--- config.mk ---
export PLATFORM = sky130hd
export DESIGN_NAME = lsu_mem_master
export DESIGN_NICKNAME = d
export VERILOG_FILES = /design/src/rtl/lsu_mem_master_pkg.sv /design/src/rtl/lsu_mem_master_lane_align.sv /design/src/rtl/lsu_mem_master.sv
export SDC_FILE = /design/constraint.sdc
export NUM_CORES = 1
export LEC_CHECK = 0
export ABC_CLOCK_PERIOD_IN_PS = 4130
export CAP_MARGIN = 5
export CORE_ASPECT_RATIO = 0.8
export CORE_UTILIZATION = 46
export CTS_CLUSTER_DIAMETER = 60
export CTS_CLUSTER_SIZE = 14
export DETAILED_ROUTE_END_ITERATION = 8
export GPL_ROUTABILITY_DRIVEN = 0
export PLACE_DENSITY = 0.87
export SLEW_MARGIN = 20
export SYNTH_ARGS = -nofsm -noshare
export SYNTH_HDL_FRONTEND = slang
export SYNTH_SLANG_ARGS = --single-unit
--- constraint.sdc ---
create_clock -name clk -period 4.13 [get_ports clk]
set_clock_uncertainty 0.1 [all_clocks]
set_input_delay 0.413 -clock clk [delete_from_list [all_inputs] [get_ports clk]]
set_output_delay 0.413 -clock clk [all_outputs]
set_load 0.05 [all_outputs]
--- src/rtl/lsu_mem_master_pkg.sv ---
// Shared definitions for the load/store memory master: width codes, FSM states.
package lsu_mem_master_pkg;

    localparam int LSU_XLEN = 32;

    localparam logic [2:0] F3_LB  = 3'd0;
    localparam logic [2:0] F3_LH  = 3'd1;
    localparam logic [2:0] F3_LW  = 3'd2;
    localparam logic [2:0] F3_LBU = 3'd4;
    localparam logic [2:0] F3_LHU = 3'd5;
    localparam logic [2:0] F3_SB  = 3'd0;
    localparam logic [2:0] F3_SH  = 3'd1;
    localparam logic [2:0] F3_SW  = 3'd2;

    typedef enum logic [2:0] {
        ST_IDLE   = 3'd0,
        ST_LOAD   = 3'd1,
        ST_RMW_RD = 3'd2,
        ST_STORE  = 3'd3,
        ST_RESP   = 3'd4
    } lsu_state_e;

endpackage

--- src/rtl/lsu_mem_master_lane_align.sv ---
// Byte-lane handling: extract/extend a load from a word, or merge a sub-word store into a word.
module lsu_lane_align
    import lsu_mem_master_pkg::*;
(
    input  logic [LSU_XLEN-1:0] word_i,
    input  logic [LSU_XLEN-1:0] wdata_i,
    input  logic [1:0]          off_i,
    input  logic [2:0]          funct3_i,
    output logic [LSU_XLEN-1:0] load_o,
    output logic [LSU_XLEN-1:0] merge_o
);

    logic [7:0]  byte_v;
    logic [15:0] half_v;

    always_comb begin
        byte_v = word_i[{off_i, 3'b000} +: 8];
        half_v = off_i[1] ? word_i[31:16] : word_i[15:0];

        load_o = word_i;
        case (funct3_i)
            F3_LB:   load_o = {{24{byte_v[7]}}, byte_v};
            F3_LH:   load_o = {{16{half_v[15]}}, half_v};
            F3_LBU:  load_o = {24'h0, byte_v};
            F3_LHU:  load_o = {16'h0, half_v};
            default: load_o = word_i;
        endcase

        merge_o = word_i;
        case (funct3_i)
            F3_SB: merge_o[{off_i, 3'b000} +: 8] = wdata_i[7:0];
            F3_SH: begin
                if (off_i[1]) merge_o[31:16] = wdata_i[15:0];
                else          merge_o[15:0]  = wdata_i[15:0];
            end
            default: merge_o = word_i;
        endcase
    end

endmodule

--- src/rtl/lsu_mem_master.sv ---
// Load/store initiator for a word-organised data memory; sub-word stores are read-modify-write.
//  state     | meaning
//  IDLE      | ready for a request
//  LOAD      | memory read, lane select and extend
//  RMW_RD    | read old word, merge SB/SH data
//  STORE     | full-word write commits at the exit edge
//  RESP      | response held until resp_ready
module lsu_mem_master #(
    parameter int MEM_WORDS = 64,
    parameter int XLEN      = 32
) (
    input  logic            clk,
    input  logic            rst,
    input  logic            req_valid,
    output logic            req_ready,
    input  logic            req_we,
    input  logic [2:0]      req_funct3,
    input  logic [XLEN-1:0] req_addr,
    input  logic [XLEN-1:0] req_wdata,
    output logic            resp_valid,
    input  logic            resp_ready,
    output logic [XLEN-1:0] resp_rdata,
    output logic            resp_err,
    output logic            mem_read,
    output logic            mem_write,
    output logic [XLEN-1:0] mem_addr,
    output logic [XLEN-1:0] mem_wdata,
    input  logic [XLEN-1:0] mem_rdata
);
    import lsu_mem_master_pkg::*;

    lsu_state_e      state_q, state_d;
    logic            we_q, we_d;
    logic [2:0]      f3_q, f3_d;
    logic [1:0]      off_q, off_d;
    logic [XLEN-1:0] idx_q, idx_d;
    logic [XLEN-1:0] wdata_q, wdata_d;
    logic [XLEN-1:0] wbuf_q, wbuf_d;
    logic [XLEN-1:0] rdata_q, rdata_d;
    logic            err_q, err_d;

    logic [XLEN-1:0] req_idx;
    logic            acc_err;
    logic [XLEN-1:0] load_data;
    logic [XLEN-1:0] merge_data;

    lsu_lane_align u_align (
        .word_i   (mem_rdata),
        .wdata_i  (wdata_q),
        .off_i    (off_q),
        .funct3_i (f3_q),
        .load_o   (load_data),
        .merge_o  (merge_data)
    );

    // Fault decode: illegal width code, misalignment, or word index past the memory.
    always_comb begin
        req_idx = {2'b00, req_addr[XLEN-1:2]};
        acc_err = (req_funct3 == 3'd3) || (req_funct3 == 3'd6) || (req_funct3 == 3'd7)
               || (req_we && req_funct3[2])
               || (((req_funct3 == F3_LH) || (req_funct3 == F3_LHU)) && req_addr[0])
               || ((req_funct3 == F3_LW) && (req_addr[1:0] != 2'b00))
               || (req_idx >= XLEN'(MEM_WORDS));
    end

    always_comb begin
        state_d = state_q;
        we_d    = we_q;
        f3_d    = f3_q;
        off_d   = off_q;
        idx_d   = idx_q;
        wdata_d = wdata_q;
        wbuf_d  = wbuf_q;
        rdata_d = rdata_q;
        err_d   = err_q;
        case (state_q)
            ST_IDLE: begin
                if (req_valid) begin
                    we_d    = req_we;
                    f3_d    = req_funct3;
                    off_d   = req_addr[1:0];
                    idx_d   = req_idx;
                    wdata_d = req_wdata;
                    rdata_d = '0;
                    err_d   = acc_err;
                    if (acc_err)                 state_d = ST_RESP;
                    else if (!req_we)            state_d = ST_LOAD;
                    else if (req_funct3 == F3_SW) begin
                        wbuf_d  = req_wdata;
                        state_d = ST_STORE;
                    end
                    else                         state_d = ST_RMW_RD;
                end
            end
            ST_LOAD: begin
                rdata_d = load_data;
                state_d = ST_RESP;
            end
            ST_RMW_RD: begin
                wbuf_d  = merge_data;
                state_d = ST_STORE;
            end
            ST_STORE: state_d = ST_RESP;
            ST_RESP:  if (resp_ready) state_d = ST_IDLE;
            default:  state_d = ST_IDLE;
        endcase
    end

    always_ff @(posedge clk or posedge rst) begin
        if (rst) begin
            state_q <= ST_IDLE;
            we_q    <= 1'b0;
            f3_q    <= 3'd0;
            off_q   <= 2'd0;
            idx_q   <= '0;
            wdata_q <= '0;
            wbuf_q  <= '0;
            rdata_q <= '0;
            err_q   <= 1'b0;
        end else begin
            state_q <= state_d;
            we_q    <= we_d;
            f3_q    <= f3_d;
            off_q   <= off_d;
            idx_q   <= idx_d;
            wdata_q <= wdata_d;
            wbuf_q  <= wbuf_d;
            rdata_q <= rdata_d;
            err_q   <= err_d;
        end
    end

    // Memory strobes decode from state only, so reset drops them without a clock.
    always_comb begin
        req_ready  = (state_q == ST_IDLE);
        resp_valid = (state_q == ST_RESP);
        mem_read   = (state_q == ST_LOAD) || (state_q == ST_RMW_RD);
        mem_write  = (state_q == ST_STORE);
        mem_addr   = idx_q;
        mem_wdata  = wbuf_q;
        resp_rdata = rdata_q;
        resp_err   = err_q;
    end

endmodule

==> impl_metrics.csv, run 1 <==
group,metric,value,unit
power,clock_power_share,0.393,
synthesis,synthTopCellsByArea,"dfrtp_1 49%, nand2_1 11%, mux2_4 7.3%",
power,switching_share,0.341,
power,combinationalPowerShare,0.255,
synthesis,synth-xor-area-share,0,
power,power,3.93,mW
global_routing,grt_max_degree,74,
detailed_routing,drc,0,
worst_hold_path,hp-class,"reg2reg",
power,powerDensity,441,nW/um2
worst_setup_path,crit_required,3620,ps
global_routing,grt_pass1_vias,5791,
detailed_routing,vias,5932,
floorplanning,coreArea,12900,um2
worst_setup_path,worstPathCellList,"nor2_1, nand2_1, nand2_1, clkdlybuf4s50_1",
layout,design_area,8910,um2
synthesis,synth_mux_area_frac,0.0960,
detailed_routing,vias_per_cell,5.75,
clocking,h-tree-depth,4,
layout,fillCellCount,977,
worst_setup_path,rr_startpoint,"off_q[1]",
timing,min_period_over_period,0.788,
timing,rsz0062_at_grt,"no",
status,status,"finished, final reports clean",
floorplanning,initial_core_util,0.475,
layout,final_cells,1031,
floorplanning,io_pins,205,
worst_setup_path,path_class,"reg2out",
worst_setup_path,crit_cells,4,
synthesis,synth_top_family_by_area,"simple AND/OR/NAND/NOR gates",
timing,layout_setup_ws,877,ps
worst_setup_path,slowest_delay,850,ps
power,peakVddDrop,0.000377,V
place,port_buffers,202,
timing,slew_headroom,0.331,
clocking,cts_inserted_buffers,17,
layout,drive_gt1_frac,0.104,
place,place_hpwl,14500,um
synthesis,synth_warnings,0,
timing,final.setup.tns,0,ps
layout,syn_to_final_growth,45.1,%
synthesis,synthSimpleGateAreaFrac,0.204,
run,maxCapViolCount,0,
synthesis,ys.flop_type,"dfrtp_1",
worst_setup_path,r2r_setup_slack,1240,ps
synthesis,ys_ff_latch,119,
detailed_routing,routedWlPerCell,19.8,um
clocking,numClockSinks,119,
synthesis,synth_area,6140,um2
synthesis,syn_area_per_cell,9.43,um2
synthesis,yosysMostFrequentCell,"nand2_1",
timing,tightest_slew,994,ps
power,seqPwrFrac,0.352,
detailed_routing,drt_iter0_markers,699,
timing,fmax,0.307,GHz
layout,antenna_cells,0,
synthesis,ys_types,49,
timing,setup-violations-final,0,
global_routing,overflow,0,
power,p_int,2.59,mW
worst_setup_path,path_buf_inv,1,
clocking,cts.repair.resized,0,
clocking,ctsHoldBuffers,0,
synthesis,yosysTopAreaCellShare,0.485,
clocking,clk_pin_slew,60,ps
global_routing,grtUsageTotal,0.304,
worst_setup_path,cpMostUsedCell,"nand2_1",
synthesis,async_reset_ff_frac,1.00,
synthesis,seq_area_frac_synth,0.485,
synthesis,synth_top_area_cell,"dfrtp_1",
clocking,clk_latency,410,ps
detailed_routing,routed_wl,20400,um
detailed_routing,ant_nets,0,
timing,slew_viol_final,0,
clocking,cts_tree,"yes",
clocking,cts-root-buf,"clkbuf_16",
worst_setup_path,endpoint_kind,"primary output",
place,place_area,8290,um2
detailed_routing,drtPass1Iterations,5,
worst_setup_path,path_max_fanout,25,
clocking,post_cts_buffers,0,
floorplanning,die-area,13800,um2
global_routing,grt_pass1_wl,32200,um
floorplanning,die_height,105,um
timing,hold_viol,0,
worst_setup_path,reg2reg_to,"mem_wdata[17]",
synthesis,yosys-top-cells-count,"184 x nand2_1, 119 x dfrtp_1, 44 x nor2_1",
place,pre_cts_ws,956,ps
global_routing,antenna_found_initial,0,
worst_setup_path,cp-endpoint,"mem_read",
worst_setup_path,cp-startpoint,"state_q[2]",
worst_setup_path,worstSetupStartpointType,"flop",
synthesis,synth-compound-area-share,0.164,
worst_setup_path,cpLargestDelayFamily,"simple AND/OR/NAND/NOR gates",
worst_setup_path,cp.arrival,2740,ps
worst_setup_path,reg2reg_depth,8,
floorplanning,num_rows,37,
place,placed_cells,999,
timing,fin_crit,3250,ps
synthesis,yosys.area_share.adder,0.0102,
synthesis,syn_inst,651,
synthesis,synth_enable_flop_cells,0,
power,p_sw,1.34,mW
power,leakage,4.11,nW
layout,nets,952,
floorplanning,die_width,131,um
clocking,clock_path_buffers,2,
worst_setup_path,crit_slowest_cell,"clkdlybuf4s50_1",
==> worst min-delay path: stages, from the launching register on <==
cell and delay, ps:
dfrtp_1 340, nand2_1 50, nand2_1 50
==> sequential cells by signal, summed over array words and instances, names as in the netlist <==
name	count
resp_err	1
off_q	2
wdata_q	16
state_q	3
f3_q	3
resp_rdata	32
mem_wdata	32
mem_addr	30
==> power groups by stage <==
stage | Sequential [mW] | Clock [mW] | Combinational, mW
after floorplan | 1.58 | 0 | 0.397
after global placement | 1.39 | 0 | 0.966
after detailed placement | 1.39 | 0 | 0.981
after CTS | 1.37 | 1.56 | 0.989
after global routing | 1.39 | 1.61 | 1.07
final | 1.38 | 1.54 | 1.00
==> layer usage <==
| metal | GRT usage | vias to the layer above | share of wire |
|---|---|---|---|
| met5 | 0 | - | 0 |
| met4 | 0.103 | 0 | 0.027 |
| met3 | 0.0880 | 53 | 0.11 |
| met2 | 0.453 | 382 | 0.44 |
| met1 | 0.422 | 2829 | 0.42 |
| li1 | - | 2668 | - |
==> how the worst min path moves through the flow <==
stage / from / end / slack, ps / cells past startpoint
final: mem_addr[29] / mem_addr[29] / 370 / 2
after global routing: mem_addr[26] / mem_addr[26] / 400 / 2
after CTS: mem_addr[29] / mem_addr[29] / 380 / 2
after detailed placement: mem_addr[11] / mem_addr[11] / 360 / 2
after global placement: mem_addr[10] / mem_addr[10] / 360 / 2
after floorplan: wdata_q[10] / wdata_q[10] / 370 / 2
==> cell families (layout without fill, tap and decap cells) <==
group,after synthesis,count (layout)
other cells,1,2
mux,42,42
buf+inv,57,261
simple gates,290,290
compound gates,137,137
fa+ha+maj,5,5
flops,119,119
==> metrics by stage <==
stage | utilization | hold WS [ps]
3_5_place_dp | 0.642 | 361
5_1_grt | 0.690 | 395
2_1_floorplan | - | 369
3_3_place_gp | 0.642 | 357
6_report | 0.690 | 374
4_1_cts | 0.690 | 376
==> final cells by class <==
type / instances / area (um2) / share of cell area
Sequential cell: 119 / 2980 / 0.334
Multi-Input combinational cell: 476 / 2920 / 0.328
Timing Repair Buffer: 213 / 2100 / 0.236
Clock buffer: 17 / 425 / 0.0478
Tap cell: 175 / 219 / 0.0246
Clock inverter: 15 / 194 / 0.0218
Inverter: 16 / 62.6 / 0.00702
==> layout by cell type, fill, tap and decap left out, types with 15 or more instances in the layout <==
master / synthesis / routed
dfrtp_1: 119 / 119
a21oi_1: 33 / 33
o21ai_0: 17 / 17
nand2_1: 184 / 183
inv_1: 16 / 15
clkbuf_16: 0 / 17
nand2b_1: 20 / 20
mux2_4: 30 / 30
clkdlybuf4s50_1: 0 / 202
a221oi_1: 26 / 26
nor2_1: 44 / 44
a22o_1: 16 / 16
No activity file was read; power rests on OpenSTA's default activity.
==> run 2, diff against run 1 <==
ABC_CLOCK_PERIOD_IN_PS = 2900   (was 4130)
CORE_UTILIZATION = 42   (was 46)
PLACE_DENSITY = 0.84   (was 0.87)
clock period = 2.9 ns   (was 4.13 ns; I/O delays follow)
==> run 2 against run 1 <==
Net effect: routed wire length increased by 0.63%; utilization decreased by 5.9 points; worst setup slack got worse by 620 ps; critical path depth increased by 3; non-clock buffer count increased by 12; final cell count increased by 2.0%; register-to-register slack got worse by 980 ps; first-iteration DRC count decreased by 0.29%; global-route usage decreased by 1.8 points.
==> impl_metrics.csv, run 2 (same netlist as run 1, synthesis figures left out) <==
group,metric,value,unit
timing,final.setup.tns,0,ps
clocking,cts_inserted_buffers,17,
clocking,post_cts_buffers,0,
worst_setup_path,r2r_setup_slack,260,ps
layout,multiInputGateArea,2920,um2
worst_setup_path,path_class,"reg2reg",
worst_setup_path,reg2reg_depth,7,
clocking,cts-root-buf,"clkbuf_16",
worst_setup_path,crit_slowest_cell,"dfrtp_1",
timing,fin_crit,2640,ps
floorplanning,io_pins,205,
worst_setup_path,crit_required,3170,ps
layout,fillCellCount,1161,
detailed_routing,routed_wl,20600,um
timing,slew_headroom,0.389,
detailed_routing,drtPass1Iterations,5,
floorplanning,die_height,110,um
timing,slew_viol_final,0,
worst_hold_path,hp-class,"in2async",
timing,rsz0062_at_grt,"no",
clocking,clock_path_buffers,2,
power,power,5.51,mW
power,powerDensity,612,nW/um2
global_routing,antenna_found_initial,0,
power,peakVddDrop,0.000439,V
layout,antenna_cells,0,
timing,setup-violations-final,0,
global_routing,grt_pass1_vias,5752,
place,port_buffers,202,
global_routing,overflow,0,
worst_setup_path,slowest_delay,490,ps
run,maxCapViolCount,0,
global_routing,grtUsageTotal,0.286,
clocking,cts.repair.resized,0,
layout,layout_commonest_cell,"clkdlybuf4s50_1",
clocking,clk_pin_slew,60,ps
worst_setup_path,endpoint_kind,"flop",
status,status,"finished, final reports clean",
detailed_routing,drt_iter0_markers,697,
clocking,clk_latency,420,ps
clocking,numClockSinks,119,
timing,tightest_slew,913,ps
worst_setup_path,worstPathCellList,"inv_1, ha_1, or3b_1, a211oi_1, and3_1, a221o_1, mux2_4",
floorplanning,die-area,15100,um2
detailed_routing,ant_nets,0,
global_routing,grt_pass1_wl,32100,um
layout,final_cell_mix,"202 x clkdlybuf4s50_1, 183 x nand2_1, 119 x dfrtp_1",
detailed_routing,vias_per_cell,5.62,
place,place_hpwl,14800,um
layout,syn_to_final_growth,46.8,%
layout,drive_gt1_frac,0.115,
floorplanning,die_width,137,um
floorplanning,num_rows,39,
layout,seq_area,2980,um2
worst_setup_path,path_max_fanout,8,
clocking,cts_tree,"yes",
timing,hold_viol,0,
worst_setup_path,reg2reg_to,"mem_wdata[17]",
clocking,h-tree-depth,4,
detailed_routing,drc,0,
clocking,ctsHoldBuffers,0,
floorplanning,coreArea,14300,um2
timing,fmax,0.379,GHz
worst_setup_path,cp.arrival,2900,ps
detailed_routing,vias,5915,
worst_setup_path,rr_startpoint,"off_q[0]",
detailed_routing,routedWlPerCell,19.6,um
layout,nets,964,
worst_setup_path,worstSetupStartpointType,"flop",
floorplanning,initial_core_util,0.429,
timing,min_period_over_period,0.910,
global_routing,grt_max_degree,46,
power,leakage,4.17,nW
==> run 2: cell count changes in the layout (fill, tap and decap cells not counted), moves of 2 or more <==
cell,previous run,this run
buf_4,11,20
clkinv_2,1,5
buf_12,0,3
inv_6,4,1
clkbuf_8,0,2
inv_8,2,0
==> run 2: how the worst max path moves through the flow <==
stage,slack (ps),endpoint,from,depth (start not counted)
after floorplan,80,resp_rdata[27],state_q[1],7
after global placement,220,mem_wdata[31],req_addr[9],7
after detailed placement,200,mem_wdata[31],req_addr[9],7
after CTS,300,mem_read,state_q[2],4
after global routing,180,mem_wdata[17],off_q[0],7
final,260,mem_wdata[17],off_q[0],7
==> run 2: where the power goes <==
group          switching [mW]  internal [mW]
clock network           0.795           1.31
registers               0.151           1.81
logic                   0.929          0.520
total                    1.88           3.64
==> run 2: final cells by class <==
cell class              instances  share of cell area
well taps                     184              0.0255
clock inverters                12              0.0140
flip-flops and latches        119               0.330
repair buffers                225               0.248
inverters                      16             0.00708
clock buffers                  20              0.0507
multi-input cells             476               0.324
==> run 2: critical path, delay by kind of cell (launching register included) <==
| kind | cells | cell delay [ps] |
|---|---|---|
| buf+inv | 1 | 160 |
| mux | 1 | 140 |
| simple gates | 2 | 720 |
| fa+ha+maj | 1 | 360 |
| compound gates | 2 | 620 |
| flops | 1 | 490 |
==> run 2: through the flow <==
stage               utilization  instances  setup WS [ps]  hold WS [ps]  cell area [um2]
global placement          0.589       1020            221           357             8430
floorplan                     -        652           84.5           295             6150
finish                    0.630       1052            261           271             9010
detailed placement        0.589       1020            199           363             8430
global route              0.630       1052            185           335             9010
CTS                       0.630       1052            304           295             9010
==> run 2: metal layers <==
layer  GRT usage  part of all wire  vias up
met3       0.111              0.13       73
met5           0                 0        -
met4       0.110             0.033        0
li1            -                 -     2675
met2       0.427              0.43      380
met1       0.374              0.41     2787
==> run 3, diff against run 2 <==
--- a/config.mk
+++ b/config.mk
@@ -7,6 +7,6 @@
 export LEC_CHECK = 0
-export ABC_CLOCK_PERIOD_IN_PS = 2900
+export ABC_CLOCK_PERIOD_IN_PS = 3400
 export CAP_MARGIN = 5
 export CORE_ASPECT_RATIO = 0.8
-export CORE_UTILIZATION = 42
+export CORE_UTILIZATION = 50
 export CTS_CLUSTER_DIAMETER = 60
@@ -15,3 +15,3 @@
 export GPL_ROUTABILITY_DRIVEN = 0
-export PLACE_DENSITY = 0.84
+export PLACE_DENSITY = 0.93
 export SLEW_MARGIN = 20
==> constraint.sdc (replaced) <==
create_clock -name clk -period 3.4 [get_ports clk]
set_clock_uncertainty 0.1 [all_clocks]
set_input_delay 0.34 -clock clk [delete_from_list [all_inputs] [get_ports clk]]
set_output_delay 0.34 -clock clk [all_outputs]
set_load 0.005 [all_outputs]
==> run 3 against run 2 <==
Net effect: worst setup slack improved by 210 ps; critical path depth fell by 3; first-iteration DRC count down 5.0%; hold slack got worse by 13 ps; design area fell by 1.2%; die area decreased by 16%; clock power fell by 14%; non-clock buffer count is 10 lower; sequential power shrank 14%.
==> impl_metrics.csv, run 3 (same netlist as run 1, synthesis figures left out) <==
group,metric,value,unit
clocking,clk_latency,420,ps
clocking,cts_inserted_buffers,17,
global_routing,grt_pass1_wl,32000,um
timing,tightest_slew,904,ps
clocking,cts_tree,"yes",
power,peakVddDrop,0.000485,V
layout,antenna_cells,0,
timing,rsz0062_at_grt,"no",
power,power,4.44,mW
worst_setup_path,worstPathCellList,"nor2_1, nand2_1, nand2_1, clkdlybuf4s50_1",
run,maxCapViolCount,0,
worst_setup_path,crit_slowest_cell,"clkdlybuf4s50_1",
clocking,cts.repair.resized,0,
global_routing,grt_max_degree,76,
detailed_routing,routed_wl,20700,um
floorplanning,die-area,12700,um2
timing,final.setup.tns,0,ps
detailed_routing,vias,6115,
detailed_routing,routedWlPerCell,20.6,um
worst_setup_path,rr_startpoint,"off_q[1]",
layout,fillCellCount,772,
worst_hold_path,hp-class,"in2async",
detailed_routing,drc,0,
power,leakage,4.11,nW
worst_setup_path,r2r_setup_slack,720,ps
worst_setup_path,path_class,"reg2out",
clocking,clock_path_buffers,2,
status,status,"finished, final reports clean",
clocking,cts-root-buf,"clkbuf_16",
clocking,ctsHoldBuffers,0,
timing,fmax,0.342,GHz
detailed_routing,drtPass1Iterations,5,
floorplanning,die_height,101,um
global_routing,antenna_found_initial,0,
place,place_hpwl,14400,um
worst_setup_path,reg2reg_to,"mem_wdata[22]",
worst_setup_path,worstSetupStartpointType,"flop",
worst_setup_path,endpoint_kind,"primary output",
layout,seq_area,2980,um2
timing,fin_crit,2920,ps
worst_setup_path,reg2reg_depth,7,
layout,nets,954,
global_routing,grtUsageTotal,0.332,
layout,multiInputGateArea,2930,um2
timing,slew_viol_final,0,
worst_setup_path,cp.arrival,2480,ps
global_routing,grt_pass1_vias,5994,
layout,drive_gt1_frac,0.107,
detailed_routing,ant_nets,0,
detailed_routing,drt_iter0_markers,662,
worst_setup_path,cpMostUsedCell,"nand2_1",
floorplanning,io_pins,205,
worst_setup_path,cpLargestDelayFamily,"simple AND/OR/NAND/NOR gates",
global_routing,overflow,0,
layout,layout_commonest_cell,"clkdlybuf4s50_1",
layout,syn_to_final_growth,45.0,%
floorplanning,initial_core_util,0.523,
power,powerDensity,498,nW/um2
worst_setup_path,crit_required,2960,ps
timing,min_period_over_period,0.860,
clocking,numClockSinks,119,
place,port_buffers,202,
worst_setup_path,slowest_delay,560,ps
layout,final_cell_mix,"202 x clkdlybuf4s50_1, 183 x nand2_1, 119 x dfrtp_1",
clocking,clk_pin_slew,60,ps
floorplanning,coreArea,11700,um2
timing,hold_ws,257,ps
floorplanning,num_rows,35,
timing,slew_headroom,0.392,
worst_setup_path,path_buf_inv,1,
clocking,h-tree-depth,4,
worst_setup_path,path_max_fanout,25,
clocking,post_cts_buffers,0,
timing,setup-violations-final,0,
timing,hold_viol,0,
detailed_routing,vias_per_cell,6.08,
floorplanning,die_width,126,um
run 3: cell types whose count changed in the layout (fill, tap and decap cells not counted):
cell        previous run  this run
a21oi_2                0         1
clkbuf_1               1         0
clkinv_2               5         1
inv_6                  1         6
buf_4                 20        10
clkbuf_8               2         0
a21oi_1               33        32
clkinvlp_4             3         5
run 3: area by class of cell:
type                            count  share of cell area
Sequential cell                   119               0.335
Clock buffer                       17              0.0478
Tap cell                          148              0.0208
Inverter                           16             0.00717
Clock inverter                     15              0.0186
Timing Repair Buffer              215               0.242
Multi-Input combinational cell    476               0.329
run 3: per-stage QoR:
step,instance area [um2],std cells,worst slack [ps],util
finish,8900,1006,476,0.759
global route,8900,1006,350,0.759
CTS,8900,1006,523,0.758
detailed placement,8310,974,578,0.708
global placement,8310,974,626,0.708
floorplan,6150,652,691,-
run 3: tightest hold or removal path: cells and delay by family:
| family | cells | cell delay [ps] |
|---|---|---|
| buffers and inverters | 3 | 810 |
run 3: report_power, final:
part           internal, mW  leakage (nW)  switching, mW  total [mW]
Sequential             1.54          1.57          0.139        1.68
Clock                  1.09         0.278          0.715        1.81
Combinational         0.436          2.26          0.510       0.945
run 3: worst max-delay path by stage:
stage / start / end / slack (ps) / cells after the start
after floorplan: off_q[1] / mem_wdata[17] / 690 / 10
after global placement: req_addr[9] / mem_wdata[31] / 630 / 7
after detailed placement: req_addr[9] / mem_wdata[31] / 580 / 7
after CTS: state_q[2] / mem_read / 520 / 4
after global routing: state_q[0] / mem_read / 350 / 4
final: state_q[2] / mem_read / 480 / 4
run 3: metal layers:
layer | share of wire | wire [um] | up-vias | GRT usage
li1 | - | - | 2671 | -
met1 | 0.40 | 8290 | 2925 | 0.429
met2 | 0.44 | 9120 | 425 | 0.510
met3 | 0.12 | 2480 | 94 | 0.111
met4 | 0.039 | 808 | 0 | 0.153
met5 | 0 | 0 | - | 0
